===== src/rtl/store_buffer_pkg.sv =====
// Shared definitions for the store buffer: default sizing, the word-address type
// and the helper that turns a byte address into a word address.
package store_buffer_pkg;

  localparam int SB_DEPTH = 4;
  localparam int SB_AW    = 32;

  typedef logic [SB_AW-3:0] word_addr_t;

  function automatic word_addr_t word_addr(input logic [SB_AW-1:0] byte_addr);
    return byte_addr[SB_AW-1:2];
  endfunction

endpackage


===== src/rtl/sb_fwd_select.sv =====
// Picks the youngest valid entry whose address matches the load.
// An entry is valid when its age offset from head is below count.
module sb_fwd_select #(
  parameter int DEPTH = 4,
  parameter int PW    = $clog2(DEPTH)
) (
  input  logic [DEPTH-1:0] match,
  input  logic [PW-1:0]    head,
  input  logic [PW:0]      count,
  output logic             hit,
  output logic [PW-1:0]    idx
);

  logic [PW-1:0] pos;

  // Walk oldest to youngest so a later match overrides an earlier one.
  always_comb begin
    hit = 1'b0;
    idx = '0;
    pos = '0;
    for (int k = 0; k < DEPTH; k++) begin
      pos = head + PW'(k);
      if (((PW+1)'(k) < count) && match[pos]) begin
        hit = 1'b1;
        idx = pos;
      end
    end
  end

endmodule


===== src/rtl/store_buffer.sv =====
// Word-granular store buffer: queues stores, drains them in order on cycles
// with no load, and forwards the youngest matching store to loads.
module store_buffer
  import store_buffer_pkg::*;
#(
  parameter int DEPTH = SB_DEPTH,
  parameter int AW    = SB_AW,
  parameter int DW    = 32
) (
  input  logic          clk,
  input  logic          reset,
  input  logic          st_valid,
  input  logic [AW-1:0] st_addr,
  input  logic [DW-1:0] st_data,
  output logic          st_ready,
  input  logic          ld_valid,
  input  logic [AW-1:0] ld_addr,
  output logic [DW-1:0] ld_data,
  output logic          ld_fwd,
  output logic          empty,
  output logic [AW-1:0] dm_addr,
  output logic [DW-1:0] dm_wdata,
  output logic          dm_MemWrite,
  input  logic [DW-1:0] dm_rdata
);

  localparam int PW = $clog2(DEPTH);

  logic [PW-1:0] head, tail;
  logic [PW:0]   count;
  logic [AW-3:0] ent_addr [DEPTH];
  logic [DW-1:0] ent_data [DEPTH];

  logic [AW-3:0]    st_waddr, ld_waddr;
  logic [DEPTH-1:0] match;
  logic             hit;
  logic [PW-1:0]    hit_idx;
  logic             accept, drain;

  if (AW == SB_AW) begin : g_pkg_addr
    assign st_waddr = word_addr(st_addr);
    assign ld_waddr = word_addr(ld_addr);
  end else begin : g_raw_addr
    assign st_waddr = st_addr[AW-1:2];
    assign ld_waddr = ld_addr[AW-1:2];
  end

  // Handshake: a store transfers on any edge where st_valid && st_ready; st_ready
  // is a pure function of registered count, so it never depends on this cycle's
  // drain or load.
  assign st_ready = (count != (PW+1)'(DEPTH));
  assign empty    = (count == '0);
  assign accept   = st_valid && st_ready;
  assign drain    = !ld_valid && (count != '0);

  always_ff @(posedge clk or negedge reset) begin
    if (!reset) begin
      head  <= '0;
      tail  <= '0;
      count <= '0;
    end else begin
      if (accept) tail <= tail + PW'(1);
      if (drain)  head <= head + PW'(1);
      case ({accept, drain})
        2'b10:   count <= count + (PW+1)'(1);
        2'b01:   count <= count - (PW+1)'(1);
        default: count <= count;
      endcase
    end
  end

  // Entry payload needs no reset: validity is carried by head/count alone.
  always_ff @(posedge clk) begin
    if (accept) begin
      ent_addr[tail] <= st_waddr;
      ent_data[tail] <= st_data;
    end
  end

  always_comb begin
    dm_addr     = '0;
    dm_wdata    = ent_data[head];
    dm_MemWrite = 1'b0;
    if (ld_valid) begin
      dm_addr = ld_addr;
    end else if (count != '0) begin
      dm_addr     = {ent_addr[head], 2'b00};
      dm_MemWrite = 1'b1;
    end
  end

  for (genvar i = 0; i < DEPTH; i++) begin : g_match
    assign match[i] = (ent_addr[i] == ld_waddr);
  end

  sb_fwd_select #(.DEPTH(DEPTH), .PW(PW)) u_fwd_select (
    .match (match),
    .head  (head),
    .count (count),
    .hit   (hit),
    .idx   (hit_idx)
  );

  assign ld_fwd  = ld_valid && hit;
  assign ld_data = hit ? ent_data[hit_idx] : dm_rdata;

endmodule


===== config.mk =====
export PLATFORM = sky130hd
export DESIGN_NAME = store_buffer
export DESIGN_NICKNAME = d
export VERILOG_FILES = /design/src/rtl/store_buffer_pkg.sv /design/src/rtl/sb_fwd_select.sv /design/src/rtl/store_buffer.sv
export SDC_FILE = /design/constraint.sdc
export NUM_CORES = 1
export LEC_CHECK = 0
export CAP_MARGIN = 5
export CORE_MARGIN = 2
export CORE_UTILIZATION = 60
export CTS_CLUSTER_DIAMETER = 150
export DETAILED_ROUTE_END_ITERATION = 16
export DONT_BUFFER_PORTS = 1
export PLACE_DENSITY_LB_ADDON = 0.08
export RECOVER_POWER = 50
export SYNTH_ARGS = -nofsm -noshare
export SYNTH_HDL_FRONTEND = slang
export SYNTH_HIERARCHICAL = 1
export SYNTH_SLANG_ARGS = --single-unit

===== constraint.sdc =====
create_clock -name clk -period 19.4 [get_ports clk]
set_input_delay 4.85 -clock clk [delete_from_list [all_inputs] [get_ports clk]]
set_output_delay 4.85 -clock clk [all_outputs]
set_load 0.02 [all_outputs]

==> impl_summary.log, run 1 <==
INFO  metric via_density = 6.61
INFO  metric cts_resized = 0
INFO  metric number_of_primary_i_o_pins = 232
INFO  metric drc = 0
INFO  metric drt-wirelength-per-cell = 27.5 µm
INFO  metric tritoncts = built
INFO  metric timing.critical_path.from_type = input pin
INFO  metric clk_pin_slew_worst_paths = 50 ps
INFO  metric count_of_fill_cells_added_during_filler_insertion = 1491
INFO  metric hp-class = flop to flop
INFO  metric post-cts-setup-buffer-count = 0
INFO  metric regToRegSetupSlack = 14590 ps
INFO  metric timing.critical_path.fanout_max = 32
INFO  metric grt_setup_unrepaired = false
INFO  metric cts_buffer_count = 27
INFO  metric core_region_area = 21000 µm²
INFO  metric max-cap-violations = 3
INFO  metric run_status = finished with violations
INFO  metric grt.met2_usage = 0.400
INFO  metric cts_hold_buffers = 0
INFO  metric final-max-slew-violation-count = 160
INFO  metric crit_path_top_delay_cell = sky130_fd_sc_hd__nor4_1
INFO  metric max_freq = 71.3 MHz
INFO  metric worst_slew_margin_rel = -1.84
INFO  metric ant_nets = 0
INFO  metric initial_utilization = 0.610
INFO  metric critPathLaunch = ld_addr[5]
INFO  metric ys_ff_latch = 255
INFO  metric grt_first_pass_wirelength = 40.0 mm
INFO  metric globalRouteMet1Util = 0.311
INFO  metric worst_r2r_startpoint = count[2]
INFO  metric grt_max_degree = 63
INFO  metric critPathBufInv = 1
INFO  metric synth_sequential_area_ratio = 0.597
INFO  metric number_of_synthesized_flops_with_an_enable_pin = 248
INFO  metric worst_reg2reg_path_endpoint = count[2]
INFO  metric aggregate_routed_wire_length = 26.8 mm
INFO  metric timing.clock.skew = 20.4 ps
INFO  metric critical_path_cell_count = 11
INFO  metric setup.worst_path.end_class = primary output
INFO  metric synthesis.nets = 848
INFO  metric number_of_antenna_violations_at_the_first_check_in_global_routing = 0
INFO  metric gr-max-usage-layer = met2
INFO  metric timing_hold_violations_final = 0
INFO  metric power.static_leakage = 4.36 nW
INFO  metric netlist_area = 12800 µm²
INFO  metric setup_viol_count_final = 0
INFO  metric buffer_ports.inserted = 0
INFO  metric timing.setup.tns = 0 ps
INFO  metric post-route-period-util = 0.722
INFO  metric worst_ep_required_time = 14550 ps
INFO  metric critical-path-top-delay-family = multiplexers
INFO  metric design.final.nets = 820
INFO  metric synth_top_flop_cell = sky130_fd_sc_hd__edfxtp_1
INFO  metric synth_area_per_cell = 18.0 µm²
INFO  metric netlist-cell-type-count = 43
INFO  metric global_route.usage.total = 0.239
INFO  metric insertion_delay = 530 ps
INFO  metric cts_sinks = 255
INFO  metric drt_first_pass_iters = 5
INFO  metric grt_overflow = 0
INFO  metric fin_crit = 14020 ps
INFO  metric die_x = 150 µm
INFO  metric grt_pass1_vias = 6987
INFO  metric max_clock_buf_depth = 3
INFO  metric worst_setup_path_endpoint = ld_data[0]
INFO  metric worst_path_largest_cell_delay = 790 ps
INFO  metric synth.yosys.warnings = 6
INFO  metric floorplan.die_area = 22500 µm²
INFO  metric vias = 6435
INFO  metric detailed_place_hpwl = 16.6 mm
INFO  metric failed_checks = capacitance limit, slew limit
INFO  metric vdd.ir_drop.worst = 77.1 µV
INFO  metric crit_chain = xor2_1, nor4_1, nand4_1, nor4_1, mux4_1, o21ai_1, a22oi_2, mux2i_4, buf_4, mux4_1, mux2_2
INFO  metric worstPathArrival = 9170 ps
INFO  metric root_buffer_selected_by_cts = sky130_fd_sc_hd__clkbuf_16
INFO  metric rows = 53
INFO  metric grt_use_met3 = 0.0747
INFO  metric n_antenna_cell = 0
INFO  metric synth_cells = 710
INFO  metric vertical_die_dimension = 150 µm
INFO  metric drt_iter0_markers = 412
INFO  metric htreeDepth = 1
INFO  metric worst_r2r_path_depth = 8
INFO  metric p_per_area = 136 nW/µm²
INFO  metric crit_type = input pin to primary output
INFO  metric drive_above_1_share = 0.256
INFO  metric area_added_between_synthesis_and_finish = 6.53%
INFO  metric worstMarginPinSlew = 4270 ps
INFO  metric async_reset_ff_frac = 0.0275
INFO  metric gpl.final_weighted_congestion = 0.846
INFO  metric post-route-util = 0.649
-- synth_stat cells, drive strengths merged, types with 2 or more instances --
library cell    n  area, µm²
edfxtp        248       7450
mux4           97       2200
xor2           83        727
xnor2          43        377
buf            37        270
mux2           33        484
a22o           30        263
clkbuf         29        159
nor4           24        150
nand4          13       81.3
nand3           8       40.0
dfrtp           7        175
a21oi           6       30.0
inv             6       22.5
and2            5       31.3
ha              5       62.6
nand2           5       18.8
and3            4       25.0
mux2i           4       40.0
o21ai           4       20.0
a211oi          2       15.0
nor2            2       7.51
nor2b           2       12.5
-- cell families (layout without fill, tap and decap cells) --
kind of cell               count (synthesis)  in the layout  share of synthesized area
AOI/OAI and AO/OA                         48             48                     0.0299
xor gates and xnor gates                 126            126                     0.0864
adders and majority gates                  6              6                    0.00647
buffers and inverters                     72             60                     0.0354
DFF                                      255            255                      0.597
muxes                                    134            134                      0.213
and+or+nand+nor                           69             69                     0.0321
-- area by class of cell --
| class | instances | area (µm²) | share of cell area |
|---|---|---|---|
| clock inverters | 7 | 86.3 | 0.00634 |
| flip-flops and latches | 255 | 7630 | 0.561 |
| well taps | 275 | 344 | 0.0253 |
| repair buffers | 9 | 60.1 | 0.00441 |
| clock buffers | 38 | 727 | 0.0534 |
| inverters | 6 | 22.5 | 0.00166 |
| multi-input cells | 383 | 4740 | 0.348 |
-- placed cells by master (no fill, tap or decap), types with 3 or more instances in the layout --
master,count
sky130_fd_sc_hd__nor4_1,24
sky130_fd_sc_hd__a22o_1,30
sky130_fd_sc_hd__nand2_1,4
sky130_fd_sc_hd__mux2i_1,3
sky130_fd_sc_hd__mux2_2,3
sky130_fd_sc_hd__xor2_1,83
sky130_fd_sc_hd__inv_1,6
sky130_fd_sc_hd__a21oi_1,6
sky130_fd_sc_hd__dfrtp_1,5
sky130_fd_sc_hd__mux4_2,94
sky130_fd_sc_hd__o21ai_0,3
sky130_fd_sc_hd__nand4_1,13
sky130_fd_sc_hd__clkinv_2,3
sky130_fd_sc_hd__and2_1,4
sky130_fd_sc_hd__buf_4,7
sky130_fd_sc_hd__xnor2_1,43
sky130_fd_sc_hd__mux2_4,30
sky130_fd_sc_hd__clkbuf_16,27
sky130_fd_sc_hd__mux4_1,3
sky130_fd_sc_hd__ha_1,5
sky130_fd_sc_hd__nand3_1,8
sky130_fd_sc_hd__and3_2,4
sky130_fd_sc_hd__edfxtp_1,248
sky130_fd_sc_hd__clkbuf_1,12
-- worst register-to-register path: cells and delay by family, from the launching register on --
kind,cells,cell delay [ps]
simple gates,3,2800
fa+ha+maj,2,860
flops,1,680
xor+xnor,2,320
buf+inv,1,70
-- metrics by stage --
step	cells	cell area (µm²)	power, mW	setup slack (ps)	hold WS, ps
after global placement	928	12800	1.38	5420	544
after global routing	973	13600	1.94	4970	623
after detailed placement	928	12800	1.39	5380	586
final	973	13600	1.85	5380	594
after CTS	973	13600	1.87	5360	598
after floorplan	710	12800	1.28	6400	534
-- worst min path at each step --
stage / end / cells after the start / slack, ps / from
after global routing: tail[1] / 1 / 620 / tail[1]
after detailed placement: tail[1] / 1 / 590 / tail[1]
after floorplan: tail[1] / 1 / 530 / tail[1]
after CTS: tail[1] / 1 / 600 / tail[1]
final: tail[1] / 1 / 590 / tail[1]
after global placement: tail[1] / 1 / 540 / tail[1]
-- registers in the layout, summed over array words and instances, names as in the netlist --
register / flops
count: 3
ent_addr: 120
ent_data: 128
head: 2
tail: 2
-- power by group --
part	leakage, nW	total (mW)	internal (mW)	switching (mW)
logic	1.62	0.547	0.226	0.322
clock network	0.393	0.479	0.285	0.194
registers	2.35	0.827	0.743	0.0842
-- layer usage --
layer / routed length (µm) / vias up
met2: 13600 / 270
met4: 459 / 0
met3: 2500 / 37
li1: - / 2789
met1: 10300 / 3339
met5: 0 / -
(Power assumes the default switching activity.)
==> run 2: changes to the inputs <==
Clock period 19.4 ns to 13.5 ns, I/O delays scaled along.
==> run 2 against run 1 <==
Net effect:
- the flow still finishes with violations (capacitance limit, slew limit)
- non-clock buffer count shrank 1
- sequential power rose by 46%
- clock power grew 40%
- critical path depth is the same
- largest power group unchanged
- via count is 0.28% higher
- setup slack worse by 3600 ps
- global-route usage shrank 0.12 points
- cell area shrank 0.15%
- critical endpoint is now ld_data[25]
- core utilization is 0.096 points lower
- combinational power is 41% higher
- clock skew shrank 8.9 ps
- largest cell class unchanged
- register-to-register slack worse by 5900 ps
==> impl_summary.log, run 2 (synthesis gave the netlist of run 1 again) <==
INFO  metric worst_path_largest_cell_delay = 1030 ps
INFO  metric rows = 53
INFO  metric grt_first_pass_wirelength = 39.7 mm
INFO  metric reg_top3 = ent_data (128), ent_addr (120), count (3)
INFO  metric floorplan.die_area = 22500 µm²
INFO  metric drt_iter0_markers = 448
INFO  metric regToRegSetupSlack = 8650 ps
INFO  metric placement.cell_area = 12800 µm²
INFO  metric cts_sinks = 255
INFO  metric critical_path_cell_count = 11
INFO  metric max_clock_buf_depth = 3
INFO  metric clk_pin_slew_worst_paths = 60 ps
INFO  metric cell_seen_most_often_among_critical_path_stages = sky130_fd_sc_hd__nor4_1
INFO  metric worst_ep_required_time = 10120 ps
INFO  metric area_added_between_synthesis_and_finish = 6.38%
INFO  metric worst_slew_margin_rel = -1.77
INFO  metric max-cap-violations = 3
INFO  metric detailed_place_hpwl = 16.9 mm
INFO  metric timing.setup.tns = 0 ps
INFO  metric p_per_area = 195 nW/µm²
INFO  metric fin_area = 13600 µm²
INFO  metric ant_nets = 0
INFO  metric largest_register_ffs = 128
INFO  metric gpl.final_weighted_congestion = 0.845
INFO  metric setup_viol_count_final = 0
INFO  metric initial_utilization = 0.610
INFO  metric power.static_leakage = 4.36 nW
INFO  metric critPathBufInv = 1
INFO  metric run_status = finished with violations
INFO  metric grt_pass1_vias = 7025
INFO  metric vertical_die_dimension = 150 µm
INFO  metric grt_setup_unrepaired = false
INFO  metric dp_slack = 1840 ps
INFO  metric tritoncts = built
INFO  metric number_of_antenna_violations_at_the_first_check_in_global_routing = 0
INFO  metric global_route.usage.total = 0.238
INFO  metric post-cts-setup-buffer-count = 0
INFO  metric failed_checks = capacitance limit, slew limit
INFO  metric drc = 0
INFO  metric drt_first_pass_iters = 5
INFO  metric largest_register = ent_data
INFO  metric buffer_ports.inserted = 0
INFO  metric worstPathArrival = 8310 ps
INFO  metric cts_hold_buffers = 0
INFO  metric crit_chain = xor2_1, nor4_1, nand4_1, nor4_1, mux4_1, o21ai_1, a22oi_2, mux2i_4, buf_4, mux4_2, mux2_4
INFO  metric die_x = 150 µm
INFO  metric worstMarginPinSlew = 4160 ps
INFO  metric design.final.nets = 818
INFO  metric core_region_area = 21000 µm²
INFO  metric fin_hold_ws = 579 ps
INFO  metric via_density = 6.62
INFO  metric max_freq = 85.5 MHz
INFO  metric critical-path-top-delay-family = multiplexers
INFO  metric vdd.ir_drop.worst = 122 µV
INFO  metric timing.critical_path.from_type = input pin
INFO  metric fin_crit = 11690 ps
INFO  metric drive_above_1_share = 0.260
INFO  metric grt_max_degree = 63
INFO  metric worst_r2r_path_depth = 8
INFO  metric multi_input_area = 4740 µm²
INFO  metric crit_path_top_delay_cell = sky130_fd_sc_hd__nor4_1
INFO  metric hold_path_depth = 1
INFO  metric timing.clock.skew = 11.5 ps
INFO  metric vias = 6453
INFO  metric aggregate_routed_wire_length = 26.8 mm
INFO  metric n_antenna_cell = 0
INFO  metric setup.worst_path.end_class = primary output
INFO  metric mostFrequentLayoutCell = sky130_fd_sc_hd__edfxtp_1
INFO  metric timing_hold_violations_final = 0
INFO  metric ff_latch_area = 7630 µm²
INFO  metric count_of_fill_cells_added_during_filler_insertion = 1450
INFO  metric cts_resized = 0
INFO  metric insertion_delay = 520 ps
INFO  metric hp-class = flop to flop
INFO  metric htreeDepth = 1
INFO  metric layout.cells.most_common_list = sky130_fd_sc_hd__edfxtp_1 (248), sky130_fd_sc_hd__mux4_2 (94), sky130_fd_sc_hd__xor2_1 (83)
INFO  metric final-max-slew-violation-count = 160
INFO  metric number_of_primary_i_o_pins = 232
INFO  metric crit_type = input pin to primary output
INFO  metric drt-wirelength-per-cell = 27.5 µm
INFO  metric postLayoutSetupSlackWorst = 1810 ps
INFO  metric post-route-period-util = 0.866
INFO  metric grt_overflow = 0
INFO  metric design_power = 2.65 mW
INFO  metric root_buffer_selected_by_cts = sky130_fd_sc_hd__clkbuf_16
INFO  metric cts_buffer_count = 26
INFO  metric timing.critical_path.fanout_max = 17
## run 2: cell count changes in the layout (fill, tap and decap cells not counted)
cell / delta
sky130_fd_sc_hd__clkinvlp_4: -1
sky130_fd_sc_hd__clkbuf_1: -6
sky130_fd_sc_hd__bufinv_16: -1
sky130_fd_sc_hd__clkinv_1: +5
sky130_fd_sc_hd__clkinv_4: +2
sky130_fd_sc_hd__clkbuf_8: -1
sky130_fd_sc_hd__buf_4: -1
sky130_fd_sc_hd__clkinv_2: +5
## run 2: per-stage QoR
| stage | cells | utilization |
|---|---|---|
| floorplan | 710 | - |
| global placement | 927 | 0.611 |
| detailed placement | 927 | 0.611 |
| CTS | 975 | 0.649 |
| global route | 975 | 0.648 |
| finish | 975 | 0.648 |
## run 2: final cells by class
type | instances | area share
repair buffers | 8 | 0.00387
multi-input cells | 383 | 0.349
flip-flops and latches | 255 | 0.562
clock inverters | 17 | 0.00810
well taps | 275 | 0.0253
inverters | 6 | 0.00166
clock buffers | 31 | 0.0508
## run 2: power by group
group          internal (mW)  total [mW]  switching (mW)
clock network          0.383       0.669           0.286
logic                  0.324       0.769           0.445
registers               1.07        1.21           0.140
total                   1.77        2.65           0.871
## run 2: layer usage
layer	GRT usage	part of all wire	vias up
met5	0	0	-
met3	0.0652	0.085	36
li1	-	-	2787
met2	0.403	0.51	245
met1	0.309	0.39	3385
met4	0.0575	0.019	0
## run 2: path summary, 6_finish.rpt
kind                               endpoint        from
worst max-delay path            ld_data[25]  ld_addr[5]
worst min-delay path                tail[1]     tail[1]
worst max register to register     count[2]    count[2]
worst min register to register      tail[1]     tail[1]
max in group asynchronous           head[0]       reset
min in group asynchronous           head[1]       reset
==> run 3: changes to the inputs <==
Settings changed: RECOVER_POWER 50 to 25.
==> run 3 against run 2 <==
Net effect:
- the flow now finishes without violations
- hold slack better by 0.66 ps
- sequential share of layout area down 0.062 points
- core utilization up 0.072 points
==> impl_summary.log, run 3 (synthesis gave the netlist of run 1 again) <==
INFO  metric p_per_area = 194 nW/µm²
INFO  metric mostFrequentLayoutCell = sky130_fd_sc_hd__edfxtp_1
INFO  metric timing.clock.skew = 11.3 ps
INFO  metric max-cap-violations = 0
INFO  metric drc = 0
INFO  metric cts_resized = 0
INFO  metric htreeDepth = 1
INFO  metric largest_register_ffs = 128
INFO  metric fin_crit = 11700 ps
INFO  metric post-route-util = 0.649
INFO  metric drt-wirelength-per-cell = 27.5 µm
INFO  metric timing.critical_path.fanout_max = 17
INFO  metric post-cts-setup-buffer-count = 0
INFO  metric global_route.usage.total = 0.238
INFO  metric buffer_ports.inserted = 0
INFO  metric stdcell_count = 975
INFO  metric core_region_area = 21000 µm²
INFO  metric setup.worst_path.end_class = primary output
INFO  metric dp_slack = 1840 ps
INFO  metric worstPathArrival = 8330 ps
INFO  metric vias = 6449
INFO  metric reg_top3 = ent_data (128), ent_addr (120), count (3)
INFO  metric vdd.ir_drop.worst = 121 µV
INFO  metric grt_setup_unrepaired = false
INFO  metric timing.setup.tns = 0 ps
INFO  metric dp_cells = 927
INFO  metric layout.cells.most_common_list = sky130_fd_sc_hd__edfxtp_1 (248), sky130_fd_sc_hd__mux4_2 (94), sky130_fd_sc_hd__xor2_1 (83)
INFO  metric drt_iter0_markers = 446
INFO  metric largest_register = ent_data
INFO  metric number_of_primary_i_o_pins = 232
INFO  metric post-route-period-util = 0.867
INFO  metric number_of_antenna_violations_at_the_first_check_in_global_routing = 0
INFO  metric rows = 53
INFO  metric timing_hold_violations_final = 0
INFO  metric detailed_place_hpwl = 16.9 mm
INFO  metric grt_pass1_vias = 7025
INFO  metric run_status = completed
INFO  metric final-max-slew-violation-count = 0
INFO  metric tritoncts = built
INFO  metric floorplan.die_area = 22500 µm²
INFO  metric postLayoutSetupSlackWorst = 1800 ps
INFO  metric grt_overflow = 0
INFO  metric count_of_fill_cells_added_during_filler_insertion = 1447
INFO  metric vertical_die_dimension = 150 µm
INFO  metric hp-class = flop to flop
INFO  metric via_density = 6.61
INFO  metric area_added_between_synthesis_and_finish = 6.49%
INFO  metric max_clock_buf_depth = 3
INFO  metric root_buffer_selected_by_cts = sky130_fd_sc_hd__clkbuf_16
INFO  metric cts_buffer_count = 26
INFO  metric initial_utilization = 0.610
INFO  metric drive_above_1_share = 0.264
INFO  metric ant_nets = 0
INFO  metric cts_hold_buffers = 0
INFO  metric max_freq = 85.4 MHz
INFO  metric regToRegSetupSlack = 10280 ps
INFO  metric design.final.nets = 818
INFO  metric drt_first_pass_iters = 5
INFO  metric worst_slew_margin_rel = 0.127
INFO  metric setup_viol_count_final = 0
INFO  metric cts_sinks = 255
INFO  metric n_antenna_cell = 0
INFO  metric grt_first_pass_wirelength = 39.7 mm
INFO  metric insertion_delay = 520 ps
INFO  metric gpl.final_weighted_congestion = 0.845
INFO  metric grt_max_degree = 63
INFO  metric aggregate_routed_wire_length = 26.8 mm
INFO  metric crit_type = input pin to primary output
INFO  metric die_x = 150 µm
INFO  metric clk_pin_slew_worst_paths = 60 ps
INFO  metric worstMarginPinSlew = 1300 ps
INFO  metric worst_ep_required_time = 10120 ps
INFO  metric design_power = 2.64 mW
INFO  metric power.static_leakage = 4.37 nW
INFO  metric timing.critical_path.from_type = input pin
==> run 3: cell count changes in the layout (fill, tap and decap cells not counted), sizes merged <==
cell,previous run,this run
buf,6,8
clkbuf,33,31
==> run 3: worst max-delay path, stage by stage <==
cell and delay (ps):
sky130_fd_sc_hd__xor2_1 140, sky130_fd_sc_hd__nor4_1 450, sky130_fd_sc_hd__nand4_1 300, sky130_fd_sc_hd__nor4_1 1040
sky130_fd_sc_hd__mux4_1 440, sky130_fd_sc_hd__o21ai_1 70, sky130_fd_sc_hd__a22oi_2 280, sky130_fd_sc_hd__mux2i_4 820
sky130_fd_sc_hd__buf_4 480, sky130_fd_sc_hd__mux4_2 600, sky130_fd_sc_hd__mux2_4 320
==> run 3: per-layer routing <==
layer,vias to the layer above,GRT usage,part of all wire
met5,-,0,0
met4,0,0.0575,0.019
met3,36,0.0652,0.085
met2,249,0.403,0.51
met1,3378,0.309,0.39
li1,2786,-,-
==> run 3: worst paths after layout <==
kind                             from     endpoint  depth (start not counted)
min in group asynchronous       reset      head[1]                          0
max                        ld_addr[5]  ld_data[25]                         11
min reg2reg                   tail[1]      tail[1]                          1
min                           tail[1]      tail[1]                          1
max in group asynchronous       reset      head[0]                          0
max reg2reg                  count[2]     count[2]                          8
==> run 3: area by class of cell <==
type                            count  area [µm²]  share of cell area
Sequential cell                   255        7630               0.561
Multi-Input combinational cell    383        4740               0.349
Clock buffer                       31         691              0.0508
Tap cell                          275         344              0.0253
Clock inverter                     17         110             0.00809
Timing Repair Buffer                8        60.1             0.00442
Inverter                            6        22.5             0.00166
==> run 3: power by group <==
part	total, mW	switching (mW)	internal (mW)
Clock	0.669	0.286	0.383
Sequential	1.20	0.140	1.06
Combinational	0.771	0.446	0.325
Total	2.64	0.871	1.77
==> run 3: metrics by stage <==
step	cell area, µm²	hold WS [ps]
6_report	13600	580
3_5_place_dp	12800	571
4_1_cts	13600	585
2_1_floorplan	12800	534
3_3_place_gp	12800	543
5_1_grt	13600	612
